==> config.mk <==
export PLATFORM = sky130hd
export DESIGN_NAME = sda_link_arbiter_tx
export DESIGN_NICKNAME = d
export VERILOG_FILES = /design/src/rtl/sda_link_arbiter_tx.sv
export SDC_FILE = /design/constraint.sdc
export NUM_CORES = 1
export LEC_CHECK = 0
export ABC_AREA = 1
export ABC_CLOCK_PERIOD_IN_PS = 4350
export CAP_MARGIN = 25
export CORE_MARGIN = 10
export CORE_UTILIZATION = 45
export DETAILED_ROUTE_END_ITERATION = 10
export PLACE_DENSITY = 0.77
export SKIP_LAST_GASP = 1
export SLEW_MARGIN = 10
export SYNTH_ARGS = -nofsm -noshare
export SYNTH_HDL_FRONTEND = slang
export SYNTH_SLANG_ARGS = --single-unit
==> constraint.sdc <==
create_clock -name clk -period 4.35 [get_ports clk]
set_clock_uncertainty 0.1 [all_clocks]
set_input_delay 0.6525 -clock clk [delete_from_list [all_inputs] [get_ports clk]]
set_output_delay 0.6525 -clock clk [all_outputs]
set_load 0.1 [all_outputs]
==> src/rtl/sda_link_arbiter_tx.sv <==
`timescale 1ns/1ps
// sda_link_arbiter_tx: grants one of NREQ requesters and serialises its 4-bit code on scl/sda.
// Build option SDA_ARB_RR_EN selects round-robin arbitration; otherwise lowest index wins.
module sda_link_arbiter_tx #(
  parameter int NREQ   = 4,
  parameter int CLKDIV = 4
) (
  input  logic                                     clk,
  input  logic                                     rst,
  input  logic [NREQ-1:0]                          req,
  input  logic [4*NREQ-1:0]                        din,
  output logic [NREQ-1:0]                          gnt,
  output logic [((NREQ > 2) ? $clog2(NREQ) : 1)-1:0] cur_id,
  output logic                                     busy,
  output logic                                     done,
  output logic                                     scl,
  output logic                                     sda
);

  localparam int IDW = (NREQ > 2) ? $clog2(NREQ) : 1;
  localparam int TW  = (CLKDIV > 1) ? $clog2(CLKDIV) : 1;
  localparam logic [TW-1:0] TMAX = TW'(CLKDIV - 1);

  typedef enum logic [2:0] {
    ST_IDLE,
    ST_GRANT,
    ST_START,
    ST_BITS,
    ST_STOP,
    ST_GAP
  } state_e;

  state_e          state_q, state_d;
  logic [TW-1:0]   tmr_q, tmr_d;
  logic [1:0]      ph_q, ph_d;
  logic [1:0]      bit_q, bit_d;
  logic [3:0]      code_q, code_d;
  logic [IDW-1:0]  id_q, id_d;
  logic [NREQ-1:0] gnt_q, gnt_d;
  logic            busy_q, busy_d;
  logic            done_q, done_d;
  logic            scl_q, scl_d;
  logic            sda_q, sda_d;

  logic            found;
  logic [IDW-1:0]  win;

`ifdef SDA_ARB_RR_EN
  logic [IDW-1:0]  ptr_q, ptr_d;
  int unsigned     idx;

  // Search wraps from the pointer; the first set request at or after it wins.
  always_comb begin
    found = 1'b0;
    win   = '0;
    idx   = 0;
    for (int unsigned k = 0; k < NREQ; k++) begin
      idx = 32'(ptr_q) + k;
      if (idx >= NREQ) idx = idx - NREQ;
      if (!found && req[IDW'(idx)]) begin
        found = 1'b1;
        win   = IDW'(idx);
      end
    end
  end

  always_comb begin
    ptr_d = ptr_q;
    if (state_q == ST_IDLE && found) ptr_d = (win == IDW'(NREQ - 1)) ? '0 : win + 1'b1;
  end

  always_ff @(posedge clk or posedge rst) begin
    if (rst) ptr_q <= '0;
    else     ptr_q <= ptr_d;
  end
`else
  always_comb begin
    found = 1'b0;
    win   = '0;
    for (int unsigned k = 0; k < NREQ; k++) begin
      if (!found && req[IDW'(k)]) begin
        found = 1'b1;
        win   = IDW'(k);
      end
    end
  end
`endif

  always_comb begin
    state_d = state_q;
    tmr_d   = tmr_q;
    ph_d    = ph_q;
    bit_d   = bit_q;
    code_d  = code_q;
    id_d    = id_q;
    gnt_d   = '0;

    case (state_q)
      ST_IDLE: begin
        if (found) begin
          state_d    = ST_GRANT;
          code_d     = din[{win, 2'b00} +: 4];
          id_d       = win;
          gnt_d[win] = 1'b1;
        end
      end
      ST_GRANT: begin
        state_d = ST_START;
        ph_d    = '0;
        tmr_d   = '0;
      end
      default: begin
        if (tmr_q == TMAX) begin
          tmr_d = '0;
          ph_d  = ph_q + 2'd1;
          case (state_q)
            ST_START: if (ph_q == 2'd1) begin
              state_d = ST_BITS;
              ph_d    = '0;
              bit_d   = 2'd3;
            end
            ST_BITS: if (ph_q == 2'd3) begin
              ph_d = '0;
              if (bit_q == 2'd0) state_d = ST_STOP;
              else               bit_d   = bit_q - 2'd1;
            end
            ST_STOP: if (ph_q == 2'd2) begin
              state_d = ST_GAP;
              ph_d    = '0;
            end
            ST_GAP: if (ph_q == 2'd1) begin
              state_d = ST_IDLE;
              ph_d    = '0;
            end
            default: ;
          endcase
        end else begin
          tmr_d = tmr_q + 1'b1;
        end
      end
    endcase

    // Pin levels are decoded from the next phase so the registers update exactly at phase starts.
    scl_d = 1'b1;
    sda_d = 1'b1;
    case (state_d)
      ST_START: begin
        scl_d = (ph_d == 2'd0);
        sda_d = 1'b0;
      end
      ST_BITS: begin
        scl_d = (ph_d == 2'd1) || (ph_d == 2'd2);
        sda_d = code_q[bit_d];
      end
      ST_STOP: begin
        scl_d = (ph_d != 2'd0);
        sda_d = (ph_d == 2'd2);
      end
      default: ;
    endcase

    busy_d = (state_d != ST_IDLE);
    done_d = (state_d == ST_GAP) && (ph_d == 2'd1) && (tmr_d == TMAX);
  end

  always_ff @(posedge clk or posedge rst) begin
    if (rst) begin
      state_q <= ST_IDLE;
      tmr_q   <= '0;
      ph_q    <= '0;
      bit_q   <= '0;
      code_q  <= '0;
      id_q    <= '0;
      gnt_q   <= '0;
      busy_q  <= 1'b0;
      done_q  <= 1'b0;
      scl_q   <= 1'b1;
      sda_q   <= 1'b1;
    end else begin
      state_q <= state_d;
      tmr_q   <= tmr_d;
      ph_q    <= ph_d;
      bit_q   <= bit_d;
      code_q  <= code_d;
      id_q    <= id_d;
      gnt_q   <= gnt_d;
      busy_q  <= busy_d;
      done_q  <= done_d;
      scl_q   <= scl_d;
      sda_q   <= sda_d;
    end
  end

  assign gnt    = gnt_q;
  assign cur_id = id_q;
  assign busy   = busy_q;
  assign done   = done_q;
  assign scl    = scl_q;
  assign sda    = sda_q;

endmodule
Yosys cells after proc, flatten, opt, wreduce, memory -nomap -nowiden
Cells that the tools add are included.
{"block": "op_classes", "n_eq_ne": 16, "n_shift": 1, "reduce_logical": 18, "add_sub_neg": 3, "magnitude_cmp": 3, "mux": 38}
{"cell": "2-bit 2-to-1 mux", "n": 12}
{"cell": "3-bit 2-to-1 mux", "n": 7}
{"cell": "16-bit by 5-bit variable part select with 4-bit output", "n": 1}
{"cell": "3-bit by 2-bit equality test with 1-bit output (second input constant)", "n": 4}
{"cell": "3-bit equality test (second input constant)", "n": 4}
{"cell": "2-bit one-hot mux with 2 select lines", "n": 3}
{"cell": "3-bit one-hot mux with 4 select lines", "n": 1}
{"cell": "2-bit equality test (second input constant)", "n": 5}
{"cell": "4-bit 2-to-1 mux", "n": 2}
{"cell": "1-bit 2-to-1 mux", "n": 7}
{"cell": "1-bit logical AND", "n": 6}
{"cell": "2-bit by 3-bit < comparator with 1-bit output (second input constant)", "n": 2}
{"cell": "1-bit one-hot mux with 3 select lines", "n": 2}
{"cell": "2-bit one-hot mux with 3 select lines", "n": 1}
{"cell": "3-bit one-hot mux with 2 select lines", "n": 1}
{"cell": "2-bit by 1-bit adder with 2-bit output (second input constant)", "n": 2}
{"cell": "2-bit by 1-bit equality test with 1-bit output (second input constant)", "n": 2}
{"cell": "2-bit logical NOT", "n": 2}
{"cell": "2-bit OR reduction", "n": 2}
{"cell": "3-bit by 1-bit equality test with 1-bit output (second input constant)", "n": 1}
{"cell": "1-bit logical NOT", "n": 3}
{"cell": "3-bit logical NOT", "n": 1}
{"cell": "3-bit nonzero test", "n": 1}
{"cell": "1-bit binary-select mux with 2-bit select", "n": 1}
{"cell": "6 further kinds", "n": 6}
{"block": "totals", "in_bits": 22, "reg_bits": 23, "output_inout_bits": 10}

Longest topological paths before layout
Gate-level depths: netlist (run 1).
{"block": "logic_depth", "depth_word": 16, "ltp_mapped": 13}

Worst setup path after synthesis (run 1)
No wires, ideal clock.
{"block": "synth_path", "path_kind": "reg2reg", "start": "register state_q[0]", "end": "register scl_q, in the netlist scl", "path_stages_with_launch": 13, "t_arrival_ps": 1715, "setup_ps": 82, "path_slack_ps": 2452, "path_cell_list": "dfrtp_1 > nor2_2 > nand2_1 > nand2_1 > a32oi_1 > or2_2 > nand3_1 > inv_1 > ha_1 > inv_1 > nand2_1 > nand3_1 > nand3_1"}
{"block": "synth_via", "elab_chain_cells": 8, "elab_cells_between_ends": 28, "classes_between": "eq/ne (10); mux (13); reduce/logical (5)"}
{"item": "from (decl)", "line_no": "33", "source": "state_e state_q, state_d;"}
{"item": "from (signal assigned)", "line_no": "180", "source": "state_q <= state_d;"}
{"item": "3-bit equality test or 3-bit by 2-bit equality test with 1-bit output (tied branches)", "line_no": "116", "source": "case (state_q)"}
{"item": "2-bit OR reduction (no source line)"}
{"item": "2-bit one-hot mux with 3 select lines", "line_no": "116"}
{"item": "2-bit 2-to-1 mux", "line_no": "113", "source": "if (tmr_q == TMAX) begin"}
{"item": "2-bit one-hot mux with 2 select lines *", "line_no": "98", "source": "case (state_q)"}
{"item": "named net ph_d[1]", "line_no": "35", "source": "logic [1:0] ph_q, ph_d;"}
{"item": "2-bit by 1-bit equality test with 1-bit output or 2-bit equality test (tied branches)", "line_no": "152", "source": "scl_d = (ph_d == 2'd1) || (ph_d == 2'd2);"}
{"item": "1-bit logical OR", "line_no": "152"}
{"item": "1-bit one-hot mux with 3 select lines *", "line_no": "146", "source": "case (state_d)"}
{"item": "named net scl_d", "line_no": "42", "source": "logic scl_q, scl_d;"}
{"item": "to (signal assigned)", "line_no": "189", "source": "scl_q <= scl_d;"}
{"item": "to (decl)", "line_no": "42"}
Mark *: on every way through the listed nets, which the timed path passes. The rest lies on a longest branch.
A chain may end at the register's enable or synchronous reset.

Worst setup path in the final report (run 1)
{"block": "layout_path", "start": "register sda_q, in the netlist sda", "end": "output port sda"}
{"item": "from (decl)", "line_no": "43", "source": "logic sda_q, sda_d;"}
{"item": "from (signal assigned)", "line_no": "178", "source": "sda_q <= 1'b1;"}
{"item": "from (signal assigned)", "line_no": "190", "source": "sda_q <= sda_d;"}
{"item": "to (decl)", "line_no": "17", "source": "output logic sda"}
No word-level cell between the ends.

==> impl_metrics.yaml, run 1 <==
placed_design:
  io_buffers: 31
  placed_area_sq_um: 2010
  place.gp.congestion: 0.913
  dp.final_hpwl_mm: 3.07
routing:
  drc: 0
  via_count: 1457
  drtAntennaViolNets: 0
  routed_wl_mm: 3.77
  wl_per_cell_microns: 12.9
  drtPass1Iterations: 4
  drt_iter0_markers: 102
  routed_via_density: 5.01
die:
  die_h_microns: 80.7
  initial_core_util: 0.460
  dieArea_sq_um: 6520
  core_sq_um: 3610
  die_width_microns: 80.7
  ioPinCount: 32
  num_rows: 22
yosys:
  syn_nets: 242
  synth-edff-count: 0
  ys_seq_area_frac: 0.348
  ys_ff_latch: 23
  netlist_instances: 210
  async_reset_ff_frac: 1.00
  synth_warnings: 0
  ys.flop_type: "dfrtp_1"
  synth.distinct_cells: 33
  syn_area_sq_um: 1660
  avgSynthCellArea_sq_um: 7.91
timing:
  hold_violations: 0
  period_minus_slack_ns: 2.66
  max_freq_mhz: 376
  tns_ns: 0
  setup_violations: 0
  rsz0062_at_grt: "false"
  period_share: 0.611
  slew_headroom: 0.334
  slew_viol_final: 0
  worst_pin_slew_ns: 0.996
setup_path:
  end_kind: "output port"
  start_kind: "flip-flop"
  cpPeakStageDelay_ns: 1.12
  worstPathMaxFanout: 1
  path_buf_inv: 1
  worstPathArrival_ns: 1.91
  path_cells: "clkdlybuf4s50_1"
  critPathSlowestCell: "clkdlybuf4s50_1"
  crit_family: "buffers and inverters"
  required_ns: 3.60
  setup.worst_path.class: "reg2out"
clock_tree:
  hold_buffers: 0
  clkLatencyLatePin_ns: 0.26
  tritoncts: "yes"
  cts_sinks: 23
  postCtsResizedCells: 0
  cts_root_buffer: "clkbuf_8"
  cts_made_buffers: 3
  clock_path_buffers: 2
  htree_levels: 1
  clkTransAtPathRegs_ns: 0.08
  post_cts_buffers: 0
cells_and_area:
  diodes: 0
  drive_gt1_frac: 0.193
  fin_nets: 276
  fill_cells: 315
  area_delta_synth_final_pct: 23.7
  fin_area_sq_um: 2050
power_and_ir_drop:
  ir_worst_vdd_mv: 0.157
  power_per_cell_area_nw_per_um2: 187
  p_leak_uw: 0.000987
grt:
  grt_max_degree: 24
  antenna_found_initial: 0
  grt.total_usage: 0.124
  grt_pass1_vias: 1432
  grt_pass1_wl_mm: 6.60
  grt_overflow_total: 0
run:
  cap_violations: 0
hold_path:
  min_path_type: "reg2reg"
outcome:
  outcome: "finished, final reports clean"
[metrics by stage]
step | util | hold slack (ns) | cells | worst slack [ns] | total power [uW]
after floorplan | - | 0.377 | 210 | 2.45 | 233
final | 0.570 | 0.395 | 291 | 1.69 | 384
after global placement | 0.557 | 0.377 | 287 | 1.98 | 256
after detailed placement | 0.557 | 0.386 | 287 | 1.98 | 256
after CTS | 0.570 | 0.410 | 291 | 1.69 | 384
after global routing | 0.570 | 0.444 | 291 | 1.64 | 400
[path summary, 6_finish.rpt]
path,to,slack [ns],from,cells past startpoint
min in group asynchronous,code_q[1],0.77,rst,2
max in group asynchronous,state_q[2],2.85,rst,2
min,cur_id[1],0.40,cur_id[1],2
min reg2reg,cur_id[1],0.40,cur_id[1],2
max,sda,1.69,sda,1
max reg2reg,scl,2.02,state_q[2],12
[flip-flops by register name, indices dropped and copies added (netlist names)]
| register | count |
|---|---|
| bit_q | 2 |
| busy | 1 |
| code_q | 4 |
| cur_id | 2 |
| done | 1 |
| gnt | 4 |
| ph_q | 2 |
| scl | 1 |
| sda | 1 |
| state_q | 3 |
| tmr_q | 2 |
[kinds of logic (layout without fill, tap and decap cells)]
| kind of cell | count (synthesis) | count (layout) | synth area share |
|---|---|---|---|
| AOI/OAI and AO/OA | 31 | 31 | 0.130 |
| and+or+nand+nor | 112 | 112 | 0.358 |
| adders and majority gates | 10 | 10 | 0.0754 |
| buffers and inverters | 34 | 67 | 0.0889 |
| DFF | 23 | 23 | 0.348 |
[cells in the final DEF (no fill, tap or decap)]
master / Yosys / final
nand2_1: 34 / 34
clkdlybuf4s50_1: 0 / 31
nand3_1: 25 / 25
inv_1: 21 / 21
nor2_1: 21 / 21
dfrtp_1: 21 / 21
o21ai_0: 16 / 16
ha_1: 10 / 10
inv_2: 9 / 9
nand2_2: 8 / 8
nand2_4: 6 / 6
nand4_1: 6 / 6
nor2_2: 4 / 4
nor2_4: 3 / 3
o22ai_1: 3 / 3
clkbuf_8: 0 / 3
inv_4: 2 / 2
a21oi_1: 2 / 2
dfstp_2: 2 / 2
nand3b_1: 1 / 1
a2bb2oi_1: 1 / 1
a31o_2: 1 / 1
nand3_2: 1 / 1
a21oi_4: 1 / 1
o21ai_2: 1 / 1
nor2_8: 1 / 1
o22ai_4: 1 / 1
a32oi_1: 1 / 1
or2_2: 1 / 1
o21ai_1: 1 / 1
a21oi_2: 1 / 1
o31ai_2: 1 / 1
a22o_1: 1 / 1
nor3_1: 1 / 1
clkinv_2: 0 / 1
[Yosys cell counts (2+ instances only)]
cell type  instances  area [sq um]
nor2_2             4          25.0
nor2_4             3          33.8
inv_2              9          33.8
buf_6              2          22.5
nand2_2            8          50.1
nand2_4            6          67.6
inv_4              2          12.5
o22ai_1            3          18.8
ha_1              10           125
o21ai_0           16          80.1
dfrtp_1           21           526
dfstp_2            2          52.6
a21oi_1            2          10.0
inv_1             21          78.8
nor2_1            21          78.8
nand2_1           34           128
nand4_1            6          37.5
nand3_1           25           125
[metal layers]
layer,wire (microns),vias up,GRT usage
met2,1780,31,0.196
met1,1700,658,0.159
met4,89,0,0.0415
li1,-,756,-
met5,0,-,0
met3,200,12,0.0342
[power by group]
| group | switching (uW) | internal [uW] |
|---|---|---|
| registers | 0 | 214 |
| clock network | 68.3 | 63.9 |
| logic | 16.2 | 21.6 |
| total | 84.4 | 299 |
[final cells by class]
type | instances | area, sq um | share of cell area
Clock inverter | 1 | 5.00 | 0.00244
Multi-Input combinational cell | 153 | 935 | 0.455
Sequential cell | 23 | 578 | 0.281
Timing Repair Buffer | 31 | 310 | 0.151
Inverter | 32 | 125 | 0.0609
Clock buffer | 3 | 41.3 | 0.0201
Tap cell | 48 | 60.1 | 0.0292
Note: power is estimated with default switching activity, not from simulation.
==> run 2, diff against run 1 <==
--- a/config.mk
+++ b/config.mk
@@ -6,12 +6,12 @@
 export NUM_CORES = 1
 export LEC_CHECK = 0
 export ABC_AREA = 1
-export ABC_CLOCK_PERIOD_IN_PS = 4350
+export ABC_CLOCK_PERIOD_IN_PS = 2150
 export CAP_MARGIN = 25
 export CORE_MARGIN = 10
 export CORE_UTILIZATION = 45
 export DETAILED_ROUTE_END_ITERATION = 10
-export PLACE_DENSITY = 0.77
+export PLACE_DENSITY = 0.8
 export SKIP_LAST_GASP = 1
 export SLEW_MARGIN = 10
 export SYNTH_ARGS = -nofsm -noshare
==> constraint.sdc (replaced) <==
create_clock -name clk -period 2.15 [get_ports clk]
set_clock_uncertainty 0.1 [all_clocks]
set_input_delay 0.3225 -clock clk [delete_from_list [all_inputs] [get_ports clk]]
set_output_delay 0.3225 -clock clk [all_outputs]
set_load 0.1 [all_outputs]
==> run 2 against run 1 <==
Compared with the run above:
- via count grew 3.1%
- critical path depth grew 9
- first-iteration DRC count grew 25%
- wire length grew 3.1%
- global-route usage is essentially flat
- core utilization grew 2.5 points
- critical path type is now reg2reg
==> impl_metrics.yaml, run 2 (synthesis results as in run 1) <==
outcome:
  outcome: "finished, final reports clean"
setup_path:
  setup.worst_path.class: "reg2reg"
  worstPathMaxFanout: 5
  end_kind: "flip-flop"
  required_ns: 2.22
  worstPathArrival_ns: 2.03
  start_kind: "flip-flop"
placed_design:
  place.gp.congestion: 0.841
  dp.final_hpwl_mm: 3.18
  dp_cells: 295
  io_buffers: 31
cells_and_area:
  final_cell_mix: "nand2_1, nand3_1, buf_4"
  diodes: 0
  fin_nets: 290
  post-route-util: 0.595
  final_cells: 305
  drive_gt1_frac: 0.296
  final_common_cell: "nand2_1"
  fill_cells: 309
  area_delta_synth_final_pct: 29.2
grt:
  grt_max_degree: 24
  grt.total_usage: 0.124
  antenna_found_initial: 0
  grt_overflow_total: 0
  grt_pass1_wl_mm: 6.58
  grt_pass1_vias: 1491
die:
  dieArea_sq_um: 6520
  die_width_microns: 80.7
  initial_core_util: 0.460
  die_h_microns: 80.7
  ioPinCount: 32
  core_sq_um: 3610
  num_rows: 22
power_and_ir_drop:
  p_seq_frac: 0.564
  p_comb_frac: 0.101
  p_leak_uw: 0.00106
  clkPwrFrac: 0.335
  p_total_uw: 767
  p_switching_uw: 158
  sw_frac_of_total: 0.206
  power_per_cell_area_nw_per_um2: 357
  p_int_uw: 609
  ir_worst_vdd_mv: 0.320
clock_tree:
  tritoncts: "yes"
  cts_root_buffer: "clkbuf_8"
  cts_made_buffers: 3
  clock_path_buffers: 2
  htree_levels: 1
  clkLatencyLatePin_ns: 0.25
  clkTransAtPathRegs_ns: 0.08
  cts_sinks: 23
timing:
  slew_viol_final: 0
  setup_violations: 0
  period_share: 0.913
  hold_violations: 0
  tns_ns: 0
  max_freq_mhz: 509
  rsz0062_at_grt: "false"
  hold_slack_ns: 0.297
  slew_headroom: 0.772
  worst_pin_slew_ns: 0.341
  period_minus_slack_ns: 1.96
routing:
  drt_iter0_markers: 128
  drc: 0
  drtPass1Iterations: 4
  via_count: 1502
  routed_wl_mm: 3.88
  drtAntennaViolNets: 0
  wl_per_cell_microns: 12.7
  routed_via_density: 4.92
hold_path:
  min_path_type: "in2async"
run:
  cap_violations: 0
run 2: cell types whose count changed in the layout (fill, tap and decap cells not counted), sizes merged:
| cell | delta |
|---|---|
| buf | +24 |
| clkdlybuf4s50 | -10 |
| clkbuf | +1 |
| clkinv | -1 |
run 2: final cells by class:
class                      count  area (sq um)  area share
clock buffer                   4          45.0      0.0210
inverter                      32           125      0.0583
multi-input combinational    153           942       0.439
sequential                    23           583       0.272
tap                           48          60.1      0.0280
timing repair buffer          45           390       0.182
run 2: power groups by stage:
stage | clock, uW | combinational (uW) | sequential (uW)
2_1_floorplan | 0 | 30.6 | 441
3_3_place_gp | 0 | 77.3 | 441
3_5_place_dp | 0 | 78.5 | 441
4_1_cts | 265 | 78.5 | 432
5_1_grt | 290 | 86.9 | 432
6_report | 257 | 77.6 | 432
run 2: per-layer routing:
metal / vias to the layer above / share of wire / GRT usage
li1: 779 / - / -
met1: 683 / 0.44 / 0.149
met2: 36 / 0.49 / 0.217
met3: 4 / 0.059 / 0.0265
met4: 0 / 0.010 / 0.0363
met5: - / 0 / 0
run 2: worst paths after layout:
kind	slack (ns)	endpoint	cells after the start	start
hold / removal	0.30	code_q[0]	3	rst
max in group asynchronous	1.37	sda	3	rst
min in group clk	0.41	cur_id[0]	2	cur_id[0]
setup / recovery	0.19	done	10	ph_q[0]
hold reg to reg	0.41	cur_id[0]	2	cur_id[0]
setup reg to reg	0.19	done	10	ph_q[0]
run 2: what timing repair did:
action / 4_1_cts / 5_1_grt
setup endpoints to repair: 0 / 2
gates resized for setup: 0 / 6
buffers inserted: 0 / 6
hold buffers: 0 / 0
run 2: per-stage QoR:
step,cell area [sq um],setup slack [ns]
floorplan,1660,0.252
global placement,2040,0.104
detailed placement,2040,0.0527
CTS,2090,0.0386
global route,2150,0.00105
finish,2150,0.187
run 2: worst max-delay path, cell delays in order (launching register included):
cell and delay, ns:
dfrtp_2 0.44, ha_1 0.23, inv_1 0.08, nand2_1 0.08, a31o_2 0.25, nand3_1 0.08, nand2_1 0.05, o21ai_0 0.11
ha_1 0.21, nand4_1 0.10, nor3_1 0.15
==> run 3, diff against run 2 <==
--- a/config.mk
+++ b/config.mk
@@ -6,7 +6,7 @@
 export NUM_CORES = 1
 export LEC_CHECK = 0
 export ABC_AREA = 1
-export ABC_CLOCK_PERIOD_IN_PS = 2150
+export ABC_CLOCK_PERIOD_IN_PS = 1650
 export CAP_MARGIN = 25
 export CORE_MARGIN = 10
 export CORE_UTILIZATION = 45
==> constraint.sdc (replaced) <==
create_clock -name clk -period 1.65 [get_ports clk]
set_clock_uncertainty 0.1 [all_clocks]
set_input_delay 0.165 -clock clk [delete_from_list [all_inputs] [get_ports clk]]
set_output_delay 0.165 -clock clk [all_outputs]
set_load 0.1 [all_outputs]
==> run 3 against run 2 <==
Compared with the run above:
- the flow now finishes with violations (setup timing)
- register-to-register slack worse by 0.60 ns
- core utilization is 23 points higher
- flip-flop and latch count stayed put
- power is 38% higher
- via count is 39% higher
- sequential power is 30% higher
- cell area is 39% higher
- global-route usage is 6.7 points higher
- count of clock-buffer cells in the layout is 1 lower
- clock power is 43% higher
- cell count is 17% higher
- largest cell class unchanged
- highest routed layer unchanged
==> impl_metrics.yaml, run 3 (synthesis results as in run 1) <==
outcome:
  outcome: "finished, violations left"
  failed_checks: "setup timing"
setup_path:
  end_kind: "flip-flop"
  r2r_end: "done"
  worstPathArrival_ns: 2.14
  setup.worst_path.class: "reg2reg"
  crit_start: "state_q[1]"
  reg2reg_depth: 9
  r2r_setup_slack_ns: -0.41
  start_kind: "flip-flop"
  worstPathMaxFanout: 6
  endpoint: "done"
  r2r-start: "state_q[1]"
  required_ns: 1.73
power_and_ir_drop:
  ir_worst_vdd_mv: 0.573
  p_leak_uw: 0.00139
  power_per_cell_area_nw_per_um2: 355
cells_and_area:
  final_common_cell: "buf_4"
  diodes: 0
  drive_gt1_frac: 0.540
  post-route-util: 0.825
  area_delta_synth_final_pct: 79.3
  final_cells: 357
  fin_nets: 342
  final_cell_mix: "buf_4, nand2_1, clkdlybuf4s50_1"
timing:
  slew_viol_final: 0
  worst_pin_slew_ns: 0.357
  rsz0062_at_grt: "true"
  setup_violations: 12
  period_share: 1.25
  worst_slack_ns: -0.411
  period_minus_slack_ns: 2.06
  hold_violations: 0
  max_freq_mhz: 485
  slew_headroom: 0.760
routing:
  drc: 0
  wl_per_cell_microns: 21.7
  routed_via_density: 5.86
  routed_wl_mm: 7.76
  drtAntennaViolNets: 0
  via_count: 2093
  drt_iter0_markers: 265
  drtPass1Iterations: 5
die:
  dieArea_sq_um: 6520
  die_width_microns: 80.7
  die_h_microns: 80.7
  initial_core_util: 0.460
  core_sq_um: 3610
  num_rows: 22
  ioPinCount: 32
clock_tree:
  cts_root_buffer: "clkbuf_8"
  clkTransAtPathRegs_ns: 0.09
  clkLatencyLatePin_ns: 0.27
  clock_path_buffers: 2
  cts_made_buffers: 3
  hold_buffers: 0
  cts_sinks: 23
  tritoncts: "yes"
  htree_levels: 1
placed_design:
  io_buffers: 31
  place.gp.congestion: 0.891
  dp_cells: 339
  dp.final_hpwl_mm: 4.10
grt:
  antenna_found_initial: 0
  grt_overflow_total: 0
  grt_pass1_vias: 2038
  grt_pass1_wl_mm: 9.79
  grt.total_usage: 0.191
  grt_max_degree: 15
hold_path:
  min_path_type: "in2async"
run:
  cap_violations: 0
-- run 3: cell count changes in the layout (fill, tap and decap cells not counted), sizes merged --
cell	change
clkbuf	-1
buf	+52
clkinvlp	+1
-- run 3: how the worst min path moves through the flow --
stage	startpoint	to	slack [ns]
2_1_floorplan	rst	bit_q[0]	0.07
3_3_place_gp	rst	tmr_q[1]	0.33
3_5_place_dp	rst	cur_id[1]	0.36
4_1_cts	rst	cur_id[1]	0.06
5_1_grt	rst	cur_id[0]	0.08
6_report	rst	cur_id[0]	0.07
-- run 3: report_power, final --
part	total [uW]	switching [uW]	leakage, uW	internal [uW]
clock	368	196	0.0000217	171
sequential	563	0	0.000264	563
combinational	127	57.7	0.00110	69.5
-- run 3: metal layers --
layer	track usage	share of wire	wire length, microns	vias to the layer above
met1	0.201	0.35	2720	1012
met4	0.0969	0.063	488	0
li1	-	-	-	889
met3	0.0364	0.066	512	54
met5	0	0	0	-
met2	0.354	0.52	4040	138
-- run 3: critical path: stages, from the launching register on --
cell,delay (ns)
dfrtp_2,0.48
buf_4,0.20
nor2_1,0.19
nand3_1,0.19
nand3_4,0.17
nand2_4,0.07
o21ai_4,0.08
ha_4,0.14
nand4_1,0.15
nor3_2,0.21
-- run 3: final cells by class --
class	count	area, sq um
Clock buffer	3	41.3
Clock inverter	1	7.51
Sequential cell	23	584
Fill cell	167	629
Inverter	32	140
Tap cell	48	60.1
Multi-Input combinational cell	153	1180
Timing Repair Buffer	97	958
-- run 3: per-stage QoR --
step | cell area [sq um] | setup WS (ns) | power (uW) | hold slack (ns) | TNS (ns)
final | 2980 | -0.411 | 1060 | 0.0733 | -2.08
after global routing | 2980 | -0.437 | 1080 | 0.0824 | -2.45
after CTS | 2820 | -0.263 | 1050 | 0.0628 | -0.777
after detailed placement | 2530 | -0.321 | 692 | 0.361 | -1.47
after global placement | 2530 | -0.248 | 688 | 0.332 | -1.04
after floorplan | 1690 | -0.160 | 614 | 0.0654 | -0.278
-- run 3: repair_timing --
| action | in CTS | in global routing |
|---|---|---|
| resized for setup | 45 | 35 |
| setup buffers | 12 | 4 |
| endpoints found under the setup margin | 10 | 13 |
| pin swaps | 18 | 20 |
